### config.mk
export PLATFORM = sky130hd
export DESIGN_NAME = note_lane_draw_ctrl
export DESIGN_NICKNAME = d
export VERILOG_FILES = /design/src/rtl/note_lane_draw_ctrl.sv
export SDC_FILE = /design/constraint.sdc
export NUM_CORES = 1
export LEC_CHECK = 0
export CORE_MARGIN = 3
export CORE_UTILIZATION = 51
export DETAILED_ROUTE_END_ITERATION = 10
export PLACE_DENSITY = 0.78
export SYNTH_ARGS = -nofsm -noshare
export SYNTH_HDL_FRONTEND = slang
export SYNTH_SLANG_ARGS = --single-unit
### constraint.sdc
create_clock -name clock -period 2.6 [get_ports clock]
set_clock_uncertainty 0.05 [all_clocks]
set_input_delay 0.52 -clock clock [delete_from_list [all_inputs] [get_ports clock]]
set_output_delay 0.52 -clock clock [all_outputs]
set_load 0.1 [all_outputs]
### src/rtl/note_lane_draw_ctrl.sv
// Note-lane draw scheduler: snapshots note bits on a beat tick, then emits one VGA pixel per cycle.
// Optional macro DRAW_PENDING_START_EN queues one start that arrives while busy.
`timescale 1ns/1ps

module note_lane_draw_ctrl #(
    parameter int unsigned NUM_SLOTS   = 10,
    parameter int unsigned SQUARE_SIZE = 4,
    parameter int unsigned SLOT_PITCH  = 5,
    parameter int unsigned BASE_X      = 0,
    parameter int unsigned BASE_Y      = 60,
    parameter logic [2:0]  NOTE_COLOUR = 3'b100,
    parameter logic [2:0]  REST_COLOUR = 3'b000
) (
    input  logic                 clock,
    input  logic                 reset,
    input  logic                 start,
    input  logic [NUM_SLOTS-1:0] notes,
    output logic                 busy,
    output logic                 done,
    output logic [7:0]           x,
    output logic [6:0]           y,
    output logic [2:0]           colour,
    output logic                 plot
);

    localparam int unsigned SLOT_W = (NUM_SLOTS > 1) ? $clog2(NUM_SLOTS) : 1;
    localparam int unsigned PIX_W  = (SQUARE_SIZE > 1) ? $clog2(SQUARE_SIZE) : 1;
    localparam logic [SLOT_W-1:0] LAST_SLOT = SLOT_W'(NUM_SLOTS - 1);
    localparam logic [PIX_W-1:0]  LAST_PIX  = PIX_W'(SQUARE_SIZE - 1);

    typedef enum logic [1:0] {
        IDLE = 2'd0,
        DRAW = 2'd1,
        DONE = 2'd2
    } state_t;

    state_t               state_q, state_d;
    logic [NUM_SLOTS-1:0] snapshot_q, snapshot_d;
    logic [SLOT_W-1:0]    slot_q, slot_d;
    logic [PIX_W-1:0]     row_q, row_d;
    logic [PIX_W-1:0]     col_q, col_d;
    logic                 busy_d, done_d, plot_d;
    logic [7:0]           x_d;
    logic [6:0]           y_d;
    logic [2:0]           colour_d;
`ifdef DRAW_PENDING_START_EN
    logic                 pending_q, pending_d;
`endif

    // Next-state, counter walk and next output values
    always_comb begin
        state_d    = state_q;
        snapshot_d = snapshot_q;
        slot_d     = slot_q;
        row_d      = row_q;
        col_d      = col_q;
        busy_d     = 1'b0;
        done_d     = 1'b0;
        plot_d     = 1'b0;
        x_d        = x;
        y_d        = y;
        colour_d   = colour;
`ifdef DRAW_PENDING_START_EN
        pending_d  = pending_q;
`endif
        case (state_q)
            IDLE: begin
                if (start) begin
                    snapshot_d = notes;
                    slot_d     = '0;
                    row_d      = '0;
                    col_d      = '0;
                    state_d    = DRAW;
                end
            end
            DRAW: begin
                busy_d   = 1'b1;
                plot_d   = 1'b1;
                x_d      = 8'(BASE_X + SLOT_PITCH * 32'(slot_q) + 32'(col_q));
                y_d      = 7'(BASE_Y + 32'(row_q));
                colour_d = snapshot_q[slot_q] ? NOTE_COLOUR : REST_COLOUR;
                if (col_q == LAST_PIX) begin
                    col_d = '0;
                    if (row_q == LAST_PIX) begin
                        row_d = '0;
                        if (slot_q == LAST_SLOT) begin
                            state_d = DONE;
                        end else begin
                            slot_d = slot_q + SLOT_W'(1);
                        end
                    end else begin
                        row_d = row_q + PIX_W'(1);
                    end
                end else begin
                    col_d = col_q + PIX_W'(1);
                end
`ifdef DRAW_PENDING_START_EN
                if (start) pending_d = 1'b1;
`endif
            end
            DONE: begin
                busy_d  = 1'b1;
                done_d  = 1'b1;
                state_d = IDLE;
`ifdef DRAW_PENDING_START_EN
                // A queued (or coincident) start chains straight into the next run
                if (pending_q || start) begin
                    snapshot_d = notes;
                    slot_d     = '0;
                    row_d      = '0;
                    col_d      = '0;
                    pending_d  = 1'b0;
                    state_d    = DRAW;
                end
`endif
            end
            default: state_d = IDLE;
        endcase
    end

    // State, counters and registered outputs
    always_ff @(posedge clock or posedge reset) begin
        if (reset) begin
            state_q    <= IDLE;
            snapshot_q <= '0;
            slot_q     <= '0;
            row_q      <= '0;
            col_q      <= '0;
            busy       <= 1'b0;
            done       <= 1'b0;
            plot       <= 1'b0;
            x          <= '0;
            y          <= '0;
            colour     <= '0;
`ifdef DRAW_PENDING_START_EN
            pending_q  <= 1'b0;
`endif
        end else begin
            state_q    <= state_d;
            snapshot_q <= snapshot_d;
            slot_q     <= slot_d;
            row_q      <= row_d;
            col_q      <= col_d;
            busy       <= busy_d;
            done       <= done_d;
            plot       <= plot_d;
            x          <= x_d;
            y          <= y_d;
            colour     <= colour_d;
`ifdef DRAW_PENDING_START_EN
            pending_q  <= pending_d;
`endif
        end
    end

endmodule
; ---- Word level (Yosys, flattened, before mapping)
; Index checks and enable logic that the tools add are counted.
[classes]
add_sub_neg = 5
multipliers = 1
order_cmp = 1
n_eq_ne = 10
n_mux = 22
n_reduce_logical = 8
[ops]
columns = op, count
row1 = $mux W2, 8
row2 = $mux W4, 4
row3 = $pmux W2 S2, 3
row4 = $ne A2 B2 Y1 const B, 5
row5 = $add A7 B2 Y8, 1
row6 = $pmux W4 S2, 1
row7 = $add A6 B2 Y7 const A, 1
row8 = $mul A3 B4 Y7 const A, 1
row9 = $eq A2 B2 Y1 const B, 3
row10 = $lt A4 B5 Y1 const B, 1
row11 = $reduce_and A5 Y1, 1
row12 = $add A2 B1 Y2 const B, 2
row13 = $add A4 B1 Y4 const B, 1
row14 = $bmux W1 S4, 1
row15 = $eq A4 B4 Y1 const B, 1
row16 = $mux W1, 4
row17 = $reduce_and A2 Y1, 2
row18 = $reduce_and A4 Y1, 1
row19 = $mux W3, 1
row20 = $reduce_and A3 Y1, 1
row21 = $eq A2 B1 Y1 const B, 1
row22 = $logic_not A2 Y1, 1
row23 = $reduce_bool A2 Y1, 1
row24 = $reduce_or A2 Y1, 1
[word_totals]
reg_bits = 41
inputBits = 13
output_inout_bits = 21
wordCells = 58

; ---- Logic depth before layout (Yosys ltp)
[logic_depth]
depth_word = 5
depth_mapped = 6
depth_no_buf = 6

; ---- Worst setup path after synthesis
; No wires, ideal clock.
[synth_timing]
path_kind = register -> register
from = reg slot_q[1]
to = reg x[5]
setup_ns = 0.125
arrival_time_ns = 1.849
required_time_ns = 2.425
slack_ns = 0.575
stages_incl_launch_ff = 7
path_buffers = 0
period_less_slack_ns = 2.025
path_cell_list = dfrtp_1 ha_1 ha_1 fa_1 a31oi_1 xnor2_1 mux2_2
[synth_between]
elab_chain_cells = 2
[synth_rtl]
columns = item, line_no
row1 = start: declaration, 39  ; logic [SLOT_W-1:0] slot_q, slot_d;
row2 = start signal: assignment, 141  ; slot_q <= slot_d;
row3 = $mul A3 B4 Y7, 79  ; x_d = 8'(BASE_X + SLOT_PITCH * 32'(slot_q) + 32'(col_q));
row4 = $add A7 B2 Y8, 79
row5 = end signal: assignment, 132  ; x <= '0;
row6 = end signal: assignment, 147  ; x <= x_d;
row7 = end: declaration, 20  ; output logic [7:0] x,
; Every way passes these cells.
; A chain may end at the register's enable or synchronous reset.

; ---- Final worst setup path
; Same ends and word-level chain as after synthesis.

==> metrics.txt <==
# TYPE chip_impl_metric gauge
chip_impl_metric{name="netSwitchingFraction",unit="%"} 49.09
chip_impl_metric{name="tns",unit="ns"} 0
chip_impl_metric{name="power.ir.vdd_worst",unit="mV"} 0.7779
chip_impl_metric{name="critPathMaxFanout",unit=""} 7
chip_impl_metric{name="number_of_buffers_on_the_longest_clock_path",unit=""} 2
chip_impl_metric{name="pin_count",unit=""} 34
chip_impl_metric{name="drt_wirelength",unit="um"} 3337
chip_impl_info{name="whs_endpoint",value="snapshot_q[5]$_DFFE_PP0P_"} 1
chip_impl_metric{name="cts_resized",unit=""} 0
chip_impl_metric{name="route.layer.met1.wl",unit="um"} 1399
chip_impl_metric{name="detailedPlacementHpwl",unit="um"} 2533
chip_impl_metric{name="power.clock.fraction",unit="%"} 11.4
chip_impl_metric{name="routed_via_count_divided_by_cell_count",unit=""} 5.466
chip_impl_info{name="slowest_cell_on_the_critical_path",value="sky130_fd_sc_hd__dfrtp_1"} 1
chip_impl_metric{name="std_cell_rows",unit=""} 21
chip_impl_metric{name="count_of_input_and_output_buffers",unit=""} 29
chip_impl_metric{name="die_outline_width",unit="um"} 65.58
chip_impl_metric{name="cts-hold-fix-buffers",unit=""} 0
chip_impl_metric{name="antenna_cells_inserted",unit=""} 0
chip_impl_metric{name="routed_wire_length_per_instance",unit="um"} 15.10
chip_impl_metric{name="grt_max_degree",unit=""} 35
chip_impl_metric{name="dr_total_vias",unit=""} 1208
chip_impl_info{name="critPathMostFrequentCell",value="sky130_fd_sc_hd__ha_1"} 1
chip_impl_metric{name="final.fill_count",unit=""} 272
chip_impl_metric{name="first_pass_grt_wire_length",unit="um"} 5789
chip_impl_metric{name="r2r_cells",unit=""} 6
chip_impl_metric{name="final_cell_area",unit="sq mm"} 0.002112
chip_impl_metric{name="wl_met2",unit="um"} 1738
chip_impl_metric{name="grt_pass1_vias",unit=""} 1245
chip_impl_metric{name="timing.reg2reg.setup_slack",unit="ns"} 0.42
chip_impl_metric{name="clock_sinks",unit=""} 34
chip_impl_metric{name="postPlaceCellArea",unit="sq mm"} 0.002061
chip_impl_metric{name="cts_post_setup_buffers_inserted",unit=""} 0
chip_impl_metric{name="post_synth.cell_area_avg",unit="sq um"} 12.32
chip_impl_info{name="path_delay_family",value="adder cells"} 1
chip_impl_metric{name="firstDrtPassIters",unit=""} 5
chip_impl_metric{name="synth_area",unit="sq mm"} 0.001810
chip_impl_info{name="cell_with_the_most_instances_after_synthesis",value="sky130_fd_sc_hd__dfrtp_1"} 1
chip_impl_metric{name="number_of_endpoints_failing_setup_at_the_final_stage",unit=""} 0
chip_impl_metric{name="drcViolationCount",unit=""} 0
chip_impl_metric{name="overflow",unit=""} 0
chip_impl_metric{name="gp_congestion",unit=""} 0.8384
chip_impl_metric{name="min_delay_path_depth",unit=""} 1
chip_impl_metric{name="count_of_flip_flops_with_a_built_in_enable_after_synthesis",unit=""} 0
chip_impl_metric{name="global_route.usage.total",unit="%"} 18.07
chip_impl_metric{name="power-per-cell-area",unit="mW/mm^2"} 1187
chip_impl_metric{name="grt_antenna_before_repair",unit=""} 0
chip_impl_metric{name="clkTransAtPathRegs",unit="ns"} 0.09
chip_impl_info{name="rsz0062_at_grt",value="no"} 1
chip_impl_metric{name="critPathRequiredTime",unit="ns"} 2.77
chip_impl_metric{name="finish.net_count",unit=""} 208
chip_impl_info{name="start_kind",value="flip-flop"} 1
chip_impl_metric{name="number_of_library_cell_types_mapped_by_synthesis",unit=""} 38
chip_impl_metric{name="met3_length",unit="um"} 164
chip_impl_metric{name="arrival",unit="ns"} 2.36
chip_impl_info{name="synthFlopType",value="sky130_fd_sc_hd__dfrtp_1"} 1
chip_impl_metric{name="drive_above_1_share",unit="%"} 28.00
chip_impl_metric{name="seq_area_frac_synth",unit="%"} 46.99
chip_impl_metric{name="p_sw",unit="mW"} 1.231
chip_impl_metric{name="max_cap_viols",unit=""} 0
chip_impl_metric{name="final_max_slew_viols",unit=""} 0
chip_impl_metric{name="insertion_delay",unit="ns"} 0.33
chip_impl_metric{name="ys.warnings.count",unit=""} 0
chip_impl_info{name="r2r-start",value="slot_q[1]$_DFFE_PP0P_"} 1
chip_impl_metric{name="h-tree-depth",unit=""} 2
chip_impl_metric{name="slowest_delay",unit="ns"} 0.48
chip_impl_metric{name="timing.final.ws_setup",unit="ns"} 0.4161
chip_impl_info{name="hp-class",value="flip-flop to flip-flop"} 1
chip_impl_metric{name="path_buf_inv",unit=""} 0
chip_impl_metric{name="violation_count_after_the_first_detailed_routing_iteration",unit=""} 30
chip_impl_info{name="setup.worst_path.end_class",value="flip-flop"} 1
chip_impl_info{name="reg2reg_to",value="x[5]$_DFFE_PP0P_"} 1
chip_impl_metric{name="ant_nets",unit=""} 0
chip_impl_metric{name="synthesis.instances",unit=""} 147
chip_impl_info{name="synth_top_area_cell",value="sky130_fd_sc_hd__dfrtp_1"} 1
chip_impl_info{name="critPathLaunch",value="slot_q[1]$_DFFE_PP0P_"} 1
chip_impl_metric{name="synth_seq_cells",unit=""} 34
chip_impl_metric{name="hold_viol",unit=""} 0
chip_impl_info{name="post_synth_main_area_contributors",value="sky130_fd_sc_hd__dfrtp_1 47%, sky130_fd_sc_hd__ha_1 12%, sky130_fd_sc_hd__mux2_2 12%"} 1
chip_impl_metric{name="achievable-frequency",unit="GHz"} 0.4579
chip_impl_info{name="worst_setup_path_class",value="flip-flop to flip-flop"} 1
chip_impl_metric{name="internal_power_consumption",unit="mW"} 1.277
chip_impl_info{name="highest-signal-layer",value="met4"} 1
chip_impl_metric{name="dp_slack",unit="ns"} 0.4274
chip_impl_metric{name="synth.top_cell.area_share",unit="%"} 46.99
chip_impl_metric{name="min_period_over_period",unit="%"} 84.00
chip_impl_metric{name="floorplan.core_area",unit="sq mm"} 0.003390
chip_impl_info{name="critical_path.cell_chain",value="ha_1 -> ha_1 -> fa_1 -> a31oi_1 -> xnor2_1 -> mux2_2"} 1
chip_impl_info{name="run_status",value="finished clean"} 1
chip_impl_metric{name="seq_power_share",unit="%"} 34.6
chip_impl_info{name="synth_commonest_cells",value="34 x sky130_fd_sc_hd__dfrtp_1, 19 x sky130_fd_sc_hd__mux2_2, 18 x sky130_fd_sc_hd__ha_1"} 1
chip_impl_metric{name="initial_utilization",unit="%"} 53.41
chip_impl_metric{name="tritoncts.num_buffers",unit=""} 5
chip_impl_info{name="min-delay-start",value="snapshot_q[5]$_DFFE_PP0P_"} 1
chip_impl_info{name="tritoncts_clock_tree",value="done"} 1
chip_impl_metric{name="area_growth",unit="%"} 16.66
chip_impl_metric{name="design.die.area",unit="sq mm"} 0.004301
chip_impl_metric{name="final.min_clock_period",unit="ns"} 2.184
chip_impl_info{name="clock_tree.root_cell",value="sky130_fd_sc_hd__clkbuf_4"} 1
chip_impl_metric{name="cellLeakagePower",unit="nW"} 1.014
chip_impl_metric{name="dieHeight",unit="um"} 65.58
chip_impl_metric{name="power.combinational.fraction",unit="%"} 54.0
chip_impl_metric{name="async_flop_share",unit="%"} 100.0
## cells in the final DEF (no fill, tap or decap), drive strengths merged, types with 3 or more instances in the layout
master,synthesis,final
mux2i,4,4
clkdlybuf4s50,0,12
dfrtp,34,34
nor2,7,7
inv,6,6
a22o,3,3
mux2,19,19
conb,1,4
o21ai,4,4
nand2,4,4
clkbuf,2,6
a21oi,6,6
buf,10,19
nand3,3,3
ha,18,18
## metal layers
layer | track usage, % | vias up
met2 | 30.47 | 33
met1 | 20.64 | 599
met4 | 7.772 | 0
li1 | - | 572
met5 | 0 | -
met3 | 6.325 | 4
## state kept, by name, indices dropped and copies added, names as in the netlist
signal      cells
busy            1
col_q           2
colour          1
done            1
plot            1
row_q           2
slot_q          4
snapshot_q     10
state_q         2
x               7
y               3
## power groups by stage
| stage | Combinational [mW] | Sequential, mW | Clock [mW] |
|---|---|---|---|
| after floorplan | 0.568 | 1.39 | 0 |
| after global placement | 1.33 | 0.865 | 0 |
| after detailed placement | 1.36 | 0.878 | 0 |
| after CTS | 1.37 | 0.868 | 0.296 |
| after global routing | 1.44 | 0.894 | 0.321 |
| final | 1.35 | 0.868 | 0.286 |
## worst max-delay path by stage
stage | to | slack, ns | cells after the start
floorplan | x[5]$_DFFE_PP0P_ | 0.58 | 6
global placement | x[5]$_DFFE_PP0P_ | 0.51 | 6
detailed placement | x[5]$_DFFE_PP0P_ | 0.43 | 6
CTS | x[5]$_DFFE_PP0P_ | 0.41 | 6
global route | x[5]$_DFFE_PP0P_ | 0.36 | 6
finish | x[5]$_DFFE_PP0P_ | 0.42 | 6
## per-stage QoR
stage | total power, mW | instances | hold WS (ns) | util, %
2_1_floorplan | 1.956 | 150 | 0.4204 | -
3_3_place_gp | 2.192 | 215 | 0.4405 | 60.80
3_5_place_dp | 2.240 | 215 | 0.4482 | 60.80
4_1_cts | 2.529 | 221 | 0.4693 | 62.31
5_1_grt | 2.660 | 221 | 0.4897 | 62.31
6_report | 2.508 | 221 | 0.4651 | 62.31
## kinds of logic (layout without fill, tap and decap cells)
group	after synthesis	after routing	share of synthesized area, %
flip-flops	34	34	46.99
AO/OA/AOI/OAI	24	24	9.260
multiplexers	24	24	15.48
AND/OR/NAND/NOR	24	24	7.326
adder cells (fa/ha/maj)	19	19	13.55
buffers and inverters	18	43	5.736
XOR/XNOR	3	3	1.452
other	1	4	0.2071
## cell type report
cell class | count | area, sq um | share of cell area [%]
multi-input cells | 98 | 867.1 | 41.05
repair buffers | 31 | 262.8 | 12.44
well taps | 46 | 57.56 | 2.725
flip-flops and latches | 34 | 850.8 | 40.28
inverters | 6 | 22.52 | 1.066
clock buffers | 6 | 51.30 | 2.429
Note: power is estimated with default switching activity, not from simulation.
